<file path="config.mk">
export PLATFORM = sky130hd
export DESIGN_NAME = fifo_share_arbiter
export DESIGN_NICKNAME = d
export VERILOG_FILES = /design/src/rtl/fifo_share_arbiter_pkg.sv /design/src/rtl/fifo_share_arbiter_rr_arbiter.sv /design/src/rtl/fifo_share_arbiter.sv
export SDC_FILE = /design/constraint.sdc
export NUM_CORES = 1
export LEC_CHECK = 0
export CORE_MARGIN = 3
export CORE_UTILIZATION = 40
export DETAILED_ROUTE_END_ITERATION = 10
export PLACE_DENSITY = 0.75
export RECOVER_POWER = 25
export SYNTH_ARGS = -nofsm -noshare
export SYNTH_HDL_FRONTEND = slang
export SYNTH_SLANG_ARGS = --single-unit
</file>
<file path="constraint.sdc">
create_clock -name clk -period 7.7 [get_ports clk]
set_input_delay 1.925 -clock clk [delete_from_list [all_inputs] [get_ports clk]]
set_output_delay 1.925 -clock clk [all_outputs]
set_load 0.01 [all_outputs]
</file>
<file path="src/rtl/fifo_share_arbiter_pkg.sv">
// Shared definitions for the FIFO-sharing arbiter and any consumer that decodes
// the {tag, payload} word written into the shared FIFO.
package fifo_share_arbiter_pkg;

  // Ceiling log2 with a minimum result of 1, used for tag and counter widths.
  function automatic int unsigned clog2(input int unsigned n);
    int unsigned w;
    w = 1;
    for (int unsigned b = 1; b < 32; b++) begin
      if ((32'd1 << w) < n) w = b + 1;
    end
    return w;
  endfunction

  localparam int unsigned DEF_WIDTH = 8;
  localparam int unsigned DEF_DEPTH = 8;
  localparam int unsigned DEF_NREQ  = 4;
  localparam int unsigned DEF_QUOTA = 4;
  localparam int unsigned DEF_IDW   = clog2(DEF_NREQ);
  localparam int unsigned DEF_CW    = clog2(DEF_QUOTA + 1);

  typedef struct packed {
    logic [DEF_IDW-1:0]   tag;
    logic [DEF_WIDTH-1:0] payload;
  } fifo_word_t;

  function automatic fifo_word_t pack_word(input logic [DEF_IDW-1:0] tag,
                                           input logic [DEF_WIDTH-1:0] payload);
    fifo_word_t w;
    w.tag     = tag;
    w.payload = payload;
    return w;
  endfunction

  function automatic logic [DEF_IDW-1:0] unpack_tag(input fifo_word_t w);
    return w.tag;
  endfunction

  function automatic logic [DEF_WIDTH-1:0] unpack_payload(input fifo_word_t w);
    return w.payload;
  endfunction

endpackage

</file>
<file path="src/rtl/fifo_share_arbiter_rr_arbiter.sv">
// Combinational round-robin picker: first eligible index starting at rr_ptr_i,
// wrapping modulo NREQ.
module rr_arbiter #(
  parameter int unsigned NREQ = 4,
  parameter int unsigned IDW  = 2
) (
  input  logic [NREQ-1:0] elig_i,
  input  logic [IDW-1:0]  rr_ptr_i,
  output logic [NREQ-1:0] grant_o,
  output logic [IDW-1:0]  win_o
);

  int unsigned    idx;
  logic [IDW-1:0] idx_w;
  logic           found;

  always_comb begin
    grant_o = '0;
    win_o   = '0;
    found   = 1'b0;
    idx     = 0;
    idx_w   = '0;
    for (int unsigned k = 0; k < NREQ; k++) begin
      idx = 32'(rr_ptr_i) + k;
      if (idx >= NREQ) idx = idx - NREQ;
      idx_w = IDW'(idx);
      if (!found && elig_i[idx_w]) begin
        found          = 1'b1;
        grant_o[idx_w] = 1'b1;
        win_o          = idx_w;
      end
    end
  end

endmodule

</file>
<file path="src/rtl/fifo_share_arbiter.sv">
// Round-robin push arbiter in front of a shared FIFO; tags each word with its
// source and limits per-requester occupancy, reclaiming credits on pop.
module fifo_share_arbiter
  import fifo_share_arbiter_pkg::*;
#(
  parameter int unsigned WIDTH = DEF_WIDTH,
  parameter int unsigned DEPTH = DEF_DEPTH,
  parameter int unsigned NREQ  = DEF_NREQ,
  parameter int unsigned IDW   = DEF_IDW,
  parameter int unsigned QUOTA = DEF_QUOTA,
  parameter int unsigned CW    = DEF_CW
) (
  input  logic                  clk,
  input  logic                  rst,
  input  logic [NREQ-1:0]       req_valid,
  input  logic [NREQ*WIDTH-1:0] req_data,
  output logic [NREQ-1:0]       req_ready,
  input  logic                  fifo_full,
  output logic                  fifo_push,
  output logic [WIDTH+IDW-1:0]  fifo_data_in,
  input  logic                  fifo_pop,
  input  logic [IDW-1:0]        fifo_pop_tag,
  output logic [NREQ*CW-1:0]    occ_cnt,
  output logic                  err_underflow
);

  if ((DEPTH & (DEPTH - 1)) != 0 || QUOTA < 1 || QUOTA > DEPTH || NREQ < 2 || NREQ > 16)
  begin : g_bad_params
    $error("fifo_share_arbiter: illegal parameter combination");
  end

  logic [IDW-1:0]   rr_ptr_q, rr_ptr_d;
  logic [CW-1:0]    occ_q [NREQ];
  logic [CW-1:0]    occ_d [NREQ];
  logic             err_q, err_d;
  logic [NREQ-1:0]  elig, grant, pop_hit;
  logic [IDW-1:0]   win;
  logic [WIDTH-1:0] win_payload;
  logic             underflow;

  // Eligibility and pop-tag decode; rst masks all grants.
  always_comb begin
    elig    = '0;
    pop_hit = '0;
    for (int unsigned i = 0; i < NREQ; i++) begin
      pop_hit[i] = fifo_pop && (fifo_pop_tag == IDW'(i));
      elig[i]    = req_valid[i] && (occ_q[i] < CW'(QUOTA)) && !fifo_full && !rst;
    end
  end

  rr_arbiter #(.NREQ(NREQ), .IDW(IDW)) u_rr_arbiter (
    .elig_i  (elig),
    .rr_ptr_i(rr_ptr_q),
    .grant_o (grant),
    .win_o   (win)
  );

  always_comb begin
    win_payload = '0;
    for (int unsigned i = 0; i < NREQ; i++) begin
      if (grant[i]) win_payload = req_data[i*WIDTH +: WIDTH];
    end
  end

  assign req_ready     = grant;
  assign fifo_push     = |grant;
  assign fifo_data_in  = fifo_push ? {win, win_payload} : '0;
  assign err_underflow = err_q;

  always_comb begin
    for (int unsigned i = 0; i < NREQ; i++) occ_cnt[i*CW +: CW] = occ_q[i];
  end

  // Next-state: pointer advance, credit accounting, sticky underflow.
  always_comb begin
    rr_ptr_d  = rr_ptr_q;
    underflow = fifo_pop;
    for (int unsigned i = 0; i < NREQ; i++) occ_d[i] = occ_q[i];
    if (fifo_push) rr_ptr_d = (win == IDW'(NREQ - 1)) ? '0 : win + IDW'(1);
    for (int unsigned i = 0; i < NREQ; i++) begin
      if (pop_hit[i] && occ_q[i] != '0) underflow = 1'b0;
      case ({grant[i], pop_hit[i] && occ_q[i] != '0})
        2'b10:   occ_d[i] = occ_q[i] + CW'(1);
        2'b01:   occ_d[i] = occ_q[i] - CW'(1);
        default: occ_d[i] = occ_q[i];
      endcase
    end
    err_d = err_q | underflow;
  end

  always_ff @(posedge clk) begin
    if (rst) begin
      rr_ptr_q <= '0;
      err_q    <= 1'b0;
      for (int unsigned i = 0; i < NREQ; i++) occ_q[i] <= '0;
    end else begin
      rr_ptr_q <= rr_ptr_d;
      err_q    <= err_d;
      for (int unsigned i = 0; i < NREQ; i++) occ_q[i] <= occ_d[i];
    end
  end

endmodule
</file>
* After elaboration in Yosys (flattened, before gate mapping) *
Memory sizes are Yosys's and may differ from the RTL's.
Index checks and enable logic that the tools add are counted.

operators by class
  order comparisons = 16
  equal/unequal tests = 12
  reduce and logical (&&, ||, !) cells = 38
  add/sub/neg operators = 16
  bitwise logic cells = 8
  mux-type cells = 52

operator list
  kind                 count
  $mux 8               4
  $logic_and 1x1->1    27
  $pmux 3 s2           4
  $mux 1               18
  $mux 2               9
  $mux 4               4
  $eq 2x2->1 const B   7
  $add 3x1->3 const B  4
  $lt 2x3->1 const B   4
  $lt 3x3->1 const B   4
  $mux 3               4
  $or 4x4->4           3
  $reduce_bool 3->1    4
  $sub 3x1->3 const B  4
  $eq 2x1->1 const B   5
  $mux 10              1
  $ge 3x3->1 const B   3
  $bmux 1 s2           4
  $demux 1 s2          4
  $ge 2x1->1 const B   4
  $sub 2x1->2 const B  4
  $add 2x2->3 const B  2
  $logic_not 1->1      5
  $or 1x1->1           5
  other kinds (5)      5

storage, ports and cells
  bits of input ports = 42
  register bits after elaboration = 3
  word-level logic and storage cells = 145
  memory bits (writable) = 12
  output and inout port bits = 28
  memories kept = 1

memory list
  memory  words  bits a word  rd ports  clocked after memory_dff  write ports  RTL line                  source
  occ_q   4      3            4         0                         4            fifo_share_arbiter.sv:33  logic [CW-1:0] occ_q [NREQ];

* Longest topological paths before layout *
An unclocked memory read counts as a cell.

  depth in word-level cells = 22
  mapped depth = 16
  depth with buffers taken out = 14

* Hierarchy *
A second synthesis with hierarchy kept.

unflattened totals
  cell total of the unflattened synthesis = 211
  area, all modules = 1,632.8 um^2

modules (own cells, without submodules)
  module              cells each  instances  area an instance (um^2)  sequential area each (um^2)
  fifo_share_arbiter  146         1          1,143.6                  300.3
  rr_arbiter          65          1          489.2                    0.0

* Worst setup path after synthesis *
OpenSTA, ideal clock, no wires.

  path kind = input to output
  from = in fifo_full
  to = out fifo_data_in[0]
  stages = 8
  buffers on the path = 1
  slack = 1,481 ps
  data required time = 5,775 ps
  arrival = 4,294 ps
  cells stage by stage = or4b_2 mux4_2 nor2_1 a221oi_1 o2bb2ai_1 buf_2 nand3_1 a31oi_1

on the way
  cells in the longest elaborated chain, start to end = 20
  elaborated cells between the ends (all ways) = 39
  those cells by class = mux (20); bitwise (3); reduce/logical (16)

ends and longest elaborated chain
  what                             RTL line                             source
  from (decl)                      fifo_share_arbiter.sv:18             input logic fifo_full,
  $logic_not 1->1 (*)              fifo_share_arbiter.sv:47             elig[i] = req_valid[i] && (occ_q[i] < CW'(QUOTA)) && !fifo_full && !rst;
  $logic_and 1x1->1 (2 in series)  fifo_share_arbiter.sv:47
  $bmux 1 s2                       fifo_share_arbiter_rr_arbiter.sv:27  if (!found && elig_i[idx_w]) begin
  $mux 1 (not written as such)     fifo_share_arbiter_rr_arbiter.sv:27
  $mux 1                           fifo_share_arbiter_rr_arbiter.sv:27
  $logic_not 1->1                  fifo_share_arbiter_rr_arbiter.sv:27
  $logic_and 1x1->1                fifo_share_arbiter_rr_arbiter.sv:27
  $mux 1                           fifo_share_arbiter_rr_arbiter.sv:27
  $logic_not 1->1                  fifo_share_arbiter_rr_arbiter.sv:27
  $logic_and 1x1->1                fifo_share_arbiter_rr_arbiter.sv:27
  $mux 1                           fifo_share_arbiter_rr_arbiter.sv:27
  $logic_not 1->1                  fifo_share_arbiter_rr_arbiter.sv:27
  $logic_and 1x1->1                fifo_share_arbiter_rr_arbiter.sv:27
  $mux 4 (*)                       fifo_share_arbiter_rr_arbiter.sv:27
  via req_ready[0]                 fifo_share_arbiter.sv:17             output logic [NREQ-1:0] req_ready,
  $mux 8 (4 in series)             fifo_share_arbiter.sv:61             if (grant[i]) win_payload = req_data[i*WIDTH +: WIDTH];
  $mux 10 (*)                      fifo_share_arbiter.sv:67             assign fifo_data_in = fifo_push ? {win, win_payload} : '0;
  to (decl)                        fifo_share_arbiter.sv:20             output logic [WIDTH+IDW-1:0] fifo_data_in,

The timed path passes the listed nets; every way through them passes the cells marked *. The select of a mux whose other input is x is not followed.

* Worst setup path in the final report *
  from = in rst
  to = out fifo_data_in[7]

on the way
  cells in the longest elaborated chain, start to end = 19
  elaborated cells between the ends (all ways) = 35
  those cells by class = mux (20); bitwise (3); reduce/logical (12)

ends and longest elaborated chain
  what                          RTL line                             source
  from (decl)                   fifo_share_arbiter.sv:14             input logic rst,
  $logic_not 1->1 (*)           fifo_share_arbiter.sv:47
  $logic_and 1x1->1             fifo_share_arbiter.sv:47
  $bmux 1 s2                    fifo_share_arbiter_rr_arbiter.sv:27
  $mux 1 (not written as such)  fifo_share_arbiter_rr_arbiter.sv:27
  $mux 1                        fifo_share_arbiter_rr_arbiter.sv:27
  $logic_not 1->1               fifo_share_arbiter_rr_arbiter.sv:27
  $logic_and 1x1->1             fifo_share_arbiter_rr_arbiter.sv:27
  $mux 1                        fifo_share_arbiter_rr_arbiter.sv:27
  $logic_not 1->1               fifo_share_arbiter_rr_arbiter.sv:27
  $logic_and 1x1->1             fifo_share_arbiter_rr_arbiter.sv:27
  $mux 1                        fifo_share_arbiter_rr_arbiter.sv:27
  $logic_not 1->1               fifo_share_arbiter_rr_arbiter.sv:27
  $logic_and 1x1->1             fifo_share_arbiter_rr_arbiter.sv:27
  $mux 4 (*)                    fifo_share_arbiter_rr_arbiter.sv:27
  $mux 8 (4 in series)          fifo_share_arbiter.sv:61
  $mux 10 (*)                   fifo_share_arbiter.sv:67

Every way passes the cells marked *; elsewhere a longest branch is shown, timed or not. The select of a mux whose other input is x is not followed.

==> results_tabular.tex <==
\begin{tabular}{lr}
\hline
Metric & Value \\
\hline
\multicolumn{2}{l}{\textbf{Status}} \\
\quad Result of the run & finished, final reports clean \\
\multicolumn{2}{l}{\textbf{Cells and area}} \\
\quad Number of nets at the end of the flow & $\sim$350 \\
\quad Synth-to-Final Area Change & 47.4\% \\
\quad Final Instance Area & between 2000 and 3000 sq um \\
\quad Antenna Cells & 0 \\
\quad Filler Cell Count & 390 \\
\quad Final standard cell utilization of the core & 62.6\% \\
\quad Fraction of final layout cells with drive strength greater than 1 & 8.14\% \\
\multicolumn{2}{l}{\textbf{GRT}} \\
\quad GRT Overall Usage & between 10\% and 20\% \\
\quad Initial antenna violation count & 0 \\
\quad First-pass GRT wire length & around 8.2 mm \\
\quad Largest net degree at the start of global routing & 17 \\
\quad Vias in the first global route & 1805 \\
\quad Overflow left after global routing & 0 \\
\multicolumn{2}{l}{\textbf{Timing}} \\
\quad Slew at the pin closest to its max-slew limit & between 0.9 and 1 ns \\
\quad Summed negative setup slack over all endpoints & 0 ns \\
\quad Final hold slack & about 0.47 ns \\
\quad Final setup violation count & 0 \\
\quad Post-layout min period & approximately 7.4 ns \\
\quad Fin crit share & a little over nine tenths \\
\quad Setup repair after global routing missed its margin & no \\
\quad Maximum clock rate & 0.135 GHz \\
\quad Total count of hold-check failures in the final report & 0 \\
\quad Max-slew violation count & 0 \\
\quad Clock skew & $\sim$0.0037 ns \\
\quad Max-slew headroom at the worst pin & between 30\% and 40\% \\
\multicolumn{2}{l}{\textbf{Floorplanning}} \\
\quad Initial cell density of the core & 42.5\% \\
\quad Die W & around 70 um \\
\quad Number of placed I/O pins & 70 \\
\quad Vertical die dimension & just over 70 um \\
\quad Std-Cell Rows & 23 \\
\quad Die area & 5170 sq um \\
\quad Core box area & 4090 sq um \\
\multicolumn{2}{l}{\textbf{Yosys}} \\
\quad Portion of synthesized cell area occupied by the leading cell type & 17.3\% \\
\quad Commonest cells in the synthesized netlist & sky130\_fd\_sc\_hd\_\_inv\_1 (27), sky130\_fd\_sc\_hd\_\_nor2\_1 (22), sky130\_fd\_sc\_hd\_\_a21oi\_1 (15), sky130\_fd\_sc\_hd\_\_dfxtp\_1 (15), sky130\_fd\_sc\_hd\_\_nand2\_1 (12) \\
\quad Fraction of registers with async set/reset & 0\% \\
\quad Avg Synthesized Cell Area & around 8 sq um \\
\quad Count of cell types in the netlist & between 40 and 50 \\
\quad Yosys synthesis warning count & 0 \\
\quad Netlist area before placement & approximately 1700 sq um \\
\quad Main synth FF type & sky130\_fd\_sc\_hd\_\_dfxtp\_1 \\
\quad Top cells by area in the synthesized netlist & sky130\_fd\_sc\_hd\_\_dfxtp\_1 (17\%), sky130\_fd\_sc\_hd\_\_ha\_1 (7.2\%), sky130\_fd\_sc\_hd\_\_inv\_1 (5.8\%), sky130\_fd\_sc\_hd\_\_mux2i\_1 (5.8\%), sky130\_fd\_sc\_hd\_\_nor2\_1 (4.8\%) \\
\quad \#FFs+latches synth & 15 \\
\quad Library cell with the highest instance count after synthesis & sky130\_fd\_sc\_hd\_\_inv\_1 \\
\quad Post-synth top area cell & sky130\_fd\_sc\_hd\_\_dfxtp\_1 \\
\quad Sequential cell area fraction in the yosys report & 17.3\% \\
\quad Number of enable flip-flop cells after synthesis & 0 \\
\quad Synthesized instance count & $\sim$220 \\
\quad Synth Net Count & $\sim$280 \\
\multicolumn{2}{l}{\textbf{Critical path}} \\
\quad Data arrival time of the worst path & $\sim$5.5 ns \\
\quad Crit Path Max Fanout & 12 \\
\quad CP Launch Type & input port \\
\quad WP data required & between 5 and 6 ns \\
\quad Path type of the worst setup path & in2out \\
\quad Sort of element at the end of the critical path & output port \\
\quad Worst reg-to-reg path cell count & 14 \\
\multicolumn{2}{l}{\textbf{Clock network}} \\
\quad Level count of the clock H-tree & 1 \\
\quad \# resized after CTS & 0 \\
\quad Clock Root Buffer & sky130\_fd\_sc\_hd\_\_clkbuf\_8 \\
\quad Max clock buf depth & 2 \\
\quad Clock tree from TritonCTS & yes \\
\quad Clock latency of the later-clocked register in the worst-skew pair & 0.24 ns \\
\quad Number of hold buffers added after CTS & 0 \\
\quad Clock-pin slew on the worst setup and hold paths & about 0.050 ns \\
\quad Sink Count & 15 \\
\quad Number of clock buffers inserted by TritonCTS & 3 \\
\quad Post-CTS Setup Bufs & 0 \\
\multicolumn{2}{l}{\textbf{Place}} \\
\quad Quantity of I/O buffers inserted on ports & 69 \\
\quad HPWL reported at the end of detailed placement & 3.87 mm \\
\quad Placed standard-cell area & between 2000 and 3000 sq um \\
\quad Routability cong. & roughly 0.8 \\
\multicolumn{2}{l}{\textbf{Routing}} \\
\quad Residual DRC count & 0 \\
\quad Number of vias after detailed routing & about 1900 \\
\quad Number of antenna-violating nets in the routed design & 0 \\
\quad WL/cell & between 10 and 15 um \\
\quad Detailed-route wire length & roughly 5 mm \\
\quad Ratio of routed vias to standard cells & approximately 5.6 \\
\quad Initial DRT Pass Iterations & 5 \\
\quad Number of DRC markers after the initial detailed-route iteration & between 80 and 90 \\
\multicolumn{2}{l}{\textbf{Min path}} \\
\quad Worst min path class & reg2reg \\
\quad Number of instances on the worst hold path & 2 \\
\multicolumn{2}{l}{\textbf{Pwr}} \\
\quad Static power due to leakage & roughly 0.0010 uW \\
\quad Worst IR drop on VDD & around 0.15 mV \\
\quad Power per standard cell area & about 290 nW/um\^{}2 \\
\multicolumn{2}{l}{\textbf{Job}} \\
\quad Max-cap check violation count & 0 \\
\hline
\end{tabular}
==> kinds of logic (layout without fill, tap and decap cells) <==
family | Yosys count | in the layout | share of synthesized area, %
AOI/OAI and AO/OA | 50 | 50 | 20.8
xor gates and xnor gates | 9 | 9 | 4.54
adders and majority gates | 14 | 14 | 11.8
buffers and inverters | 38 | 110 | 8.65
DFF | 15 | 15 | 17.3
muxes | 13 | 13 | 9.65
and+or+nand+nor | 84 | 84 | 27.3
==> registers in the layout (all words and copies together) (netlist names) <==
signal,flops
err_underflow,1
occ_q,12
rr_ptr_q,2
==> worst paths after layout <==
| path | startpoint | end | slack (ns) |
|---|---|---|---|
| setup / recovery | rst | fifo_data_in[7] | 0.30 |
| hold / removal | err_underflow | err_underflow | 0.47 |
| setup reg to reg | rr_ptr_q[0] | occ_q[1][2] | 3.65 |
| hold reg to reg | err_underflow | err_underflow | 0.47 |
==> routing by layer <==
layer	vias to the layer above	wire length [um]	global-route usage, %	part of all wire [%]
met2	95	2210	30.4	44
met1	870	2370	28.5	48
li1	943	-	-	-
met5	-	0	0	0
met3	12	375	2.22	7.5
met4	0	34	3.76	0.68
==> layout make-up <==
cell class                      instances  area [sq um]  share of cell area, %
Timing Repair Buffer                   78           758                   29.6
Clock buffer                            4          45.0                   1.76
Sequential cell                        15           300                   11.7
Multi-Input combinational cell        170          1290                   50.2
Tap cell                               50          62.6                   2.44
Inverter                               28           108                   4.20
==> stage by stage <==
step | instances | setup WS, ns | power (uW)
after detailed placement | 341 | 0.305 | 676
after CTS | 345 | 0.306 | 742
after global placement | 341 | 0.331 | 671
after global routing | 345 | 0.0637 | 793
after floorplan | 223 | 1.48 | 444
final | 345 | 0.298 | 731
==> worst max-delay path, stage by stage <==
cell,delay [ns]
sky130_fd_sc_hd__clkdlybuf4s50_1,0.57
sky130_fd_sc_hd__or4b_2,0.76
sky130_fd_sc_hd__mux4_2,0.54
sky130_fd_sc_hd__nor2_1,0.23
sky130_fd_sc_hd__a221oi_1,0.14
sky130_fd_sc_hd__a21oi_1,0.32
sky130_fd_sc_hd__nor3_1,0.23
sky130_fd_sc_hd__a31oi_1,0.20
sky130_fd_sc_hd__clkdlybuf4s50_1,0.56
==> power breakdown <==
group | internal (uW) | switching, uW | leakage, uW
Clock | 36.5 | 24.9 | 0.0000228
Sequential | 96.7 | 31.5 | 0.000122
Combinational | 278 | 264 | 0.000877
Total | 411 | 320 | 0.00102
==> cell usage in the layout (no fill, tap or decap), types with 2 or more instances in the layout <==
cell type | netlist | routed
sky130_fd_sc_hd__nor3b_1 | 2 | 2
sky130_fd_sc_hd__buf_4 | 0 | 9
sky130_fd_sc_hd__dfxtp_1 | 15 | 15
sky130_fd_sc_hd__nor3_1 | 9 | 9
sky130_fd_sc_hd__o31ai_1 | 8 | 8
sky130_fd_sc_hd__or3_1 | 4 | 4
sky130_fd_sc_hd__or4b_1 | 2 | 2
sky130_fd_sc_hd__and2_1 | 3 | 3
sky130_fd_sc_hd__nor4b_1 | 4 | 4
sky130_fd_sc_hd__mux2i_1 | 10 | 10
sky130_fd_sc_hd__dlygate4sd3_1 | 0 | 10
sky130_fd_sc_hd__fa_1 | 4 | 4
sky130_fd_sc_hd__a21oi_1 | 15 | 15
sky130_fd_sc_hd__ha_1 | 10 | 10
sky130_fd_sc_hd__inv_1 | 27 | 27
sky130_fd_sc_hd__a31oi_1 | 8 | 8
sky130_fd_sc_hd__or4b_2 | 2 | 2
sky130_fd_sc_hd__a221oi_1 | 2 | 2
sky130_fd_sc_hd__a22o_1 | 2 | 2
sky130_fd_sc_hd__nor2_1 | 22 | 22
sky130_fd_sc_hd__nand3_1 | 11 | 11
sky130_fd_sc_hd__xor2_1 | 9 | 9
sky130_fd_sc_hd__nor4_1 | 3 | 3
sky130_fd_sc_hd__nand2_1 | 12 | 12
sky130_fd_sc_hd__clkbuf_8 | 0 | 3
sky130_fd_sc_hd__clkdlybuf4s50_1 | 0 | 59
sky130_fd_sc_hd__mux4_2 | 3 | 3
sky130_fd_sc_hd__nand2b_1 | 4 | 4
sky130_fd_sc_hd__o21ai_0 | 5 | 5
(Power assumes the default switching activity.)
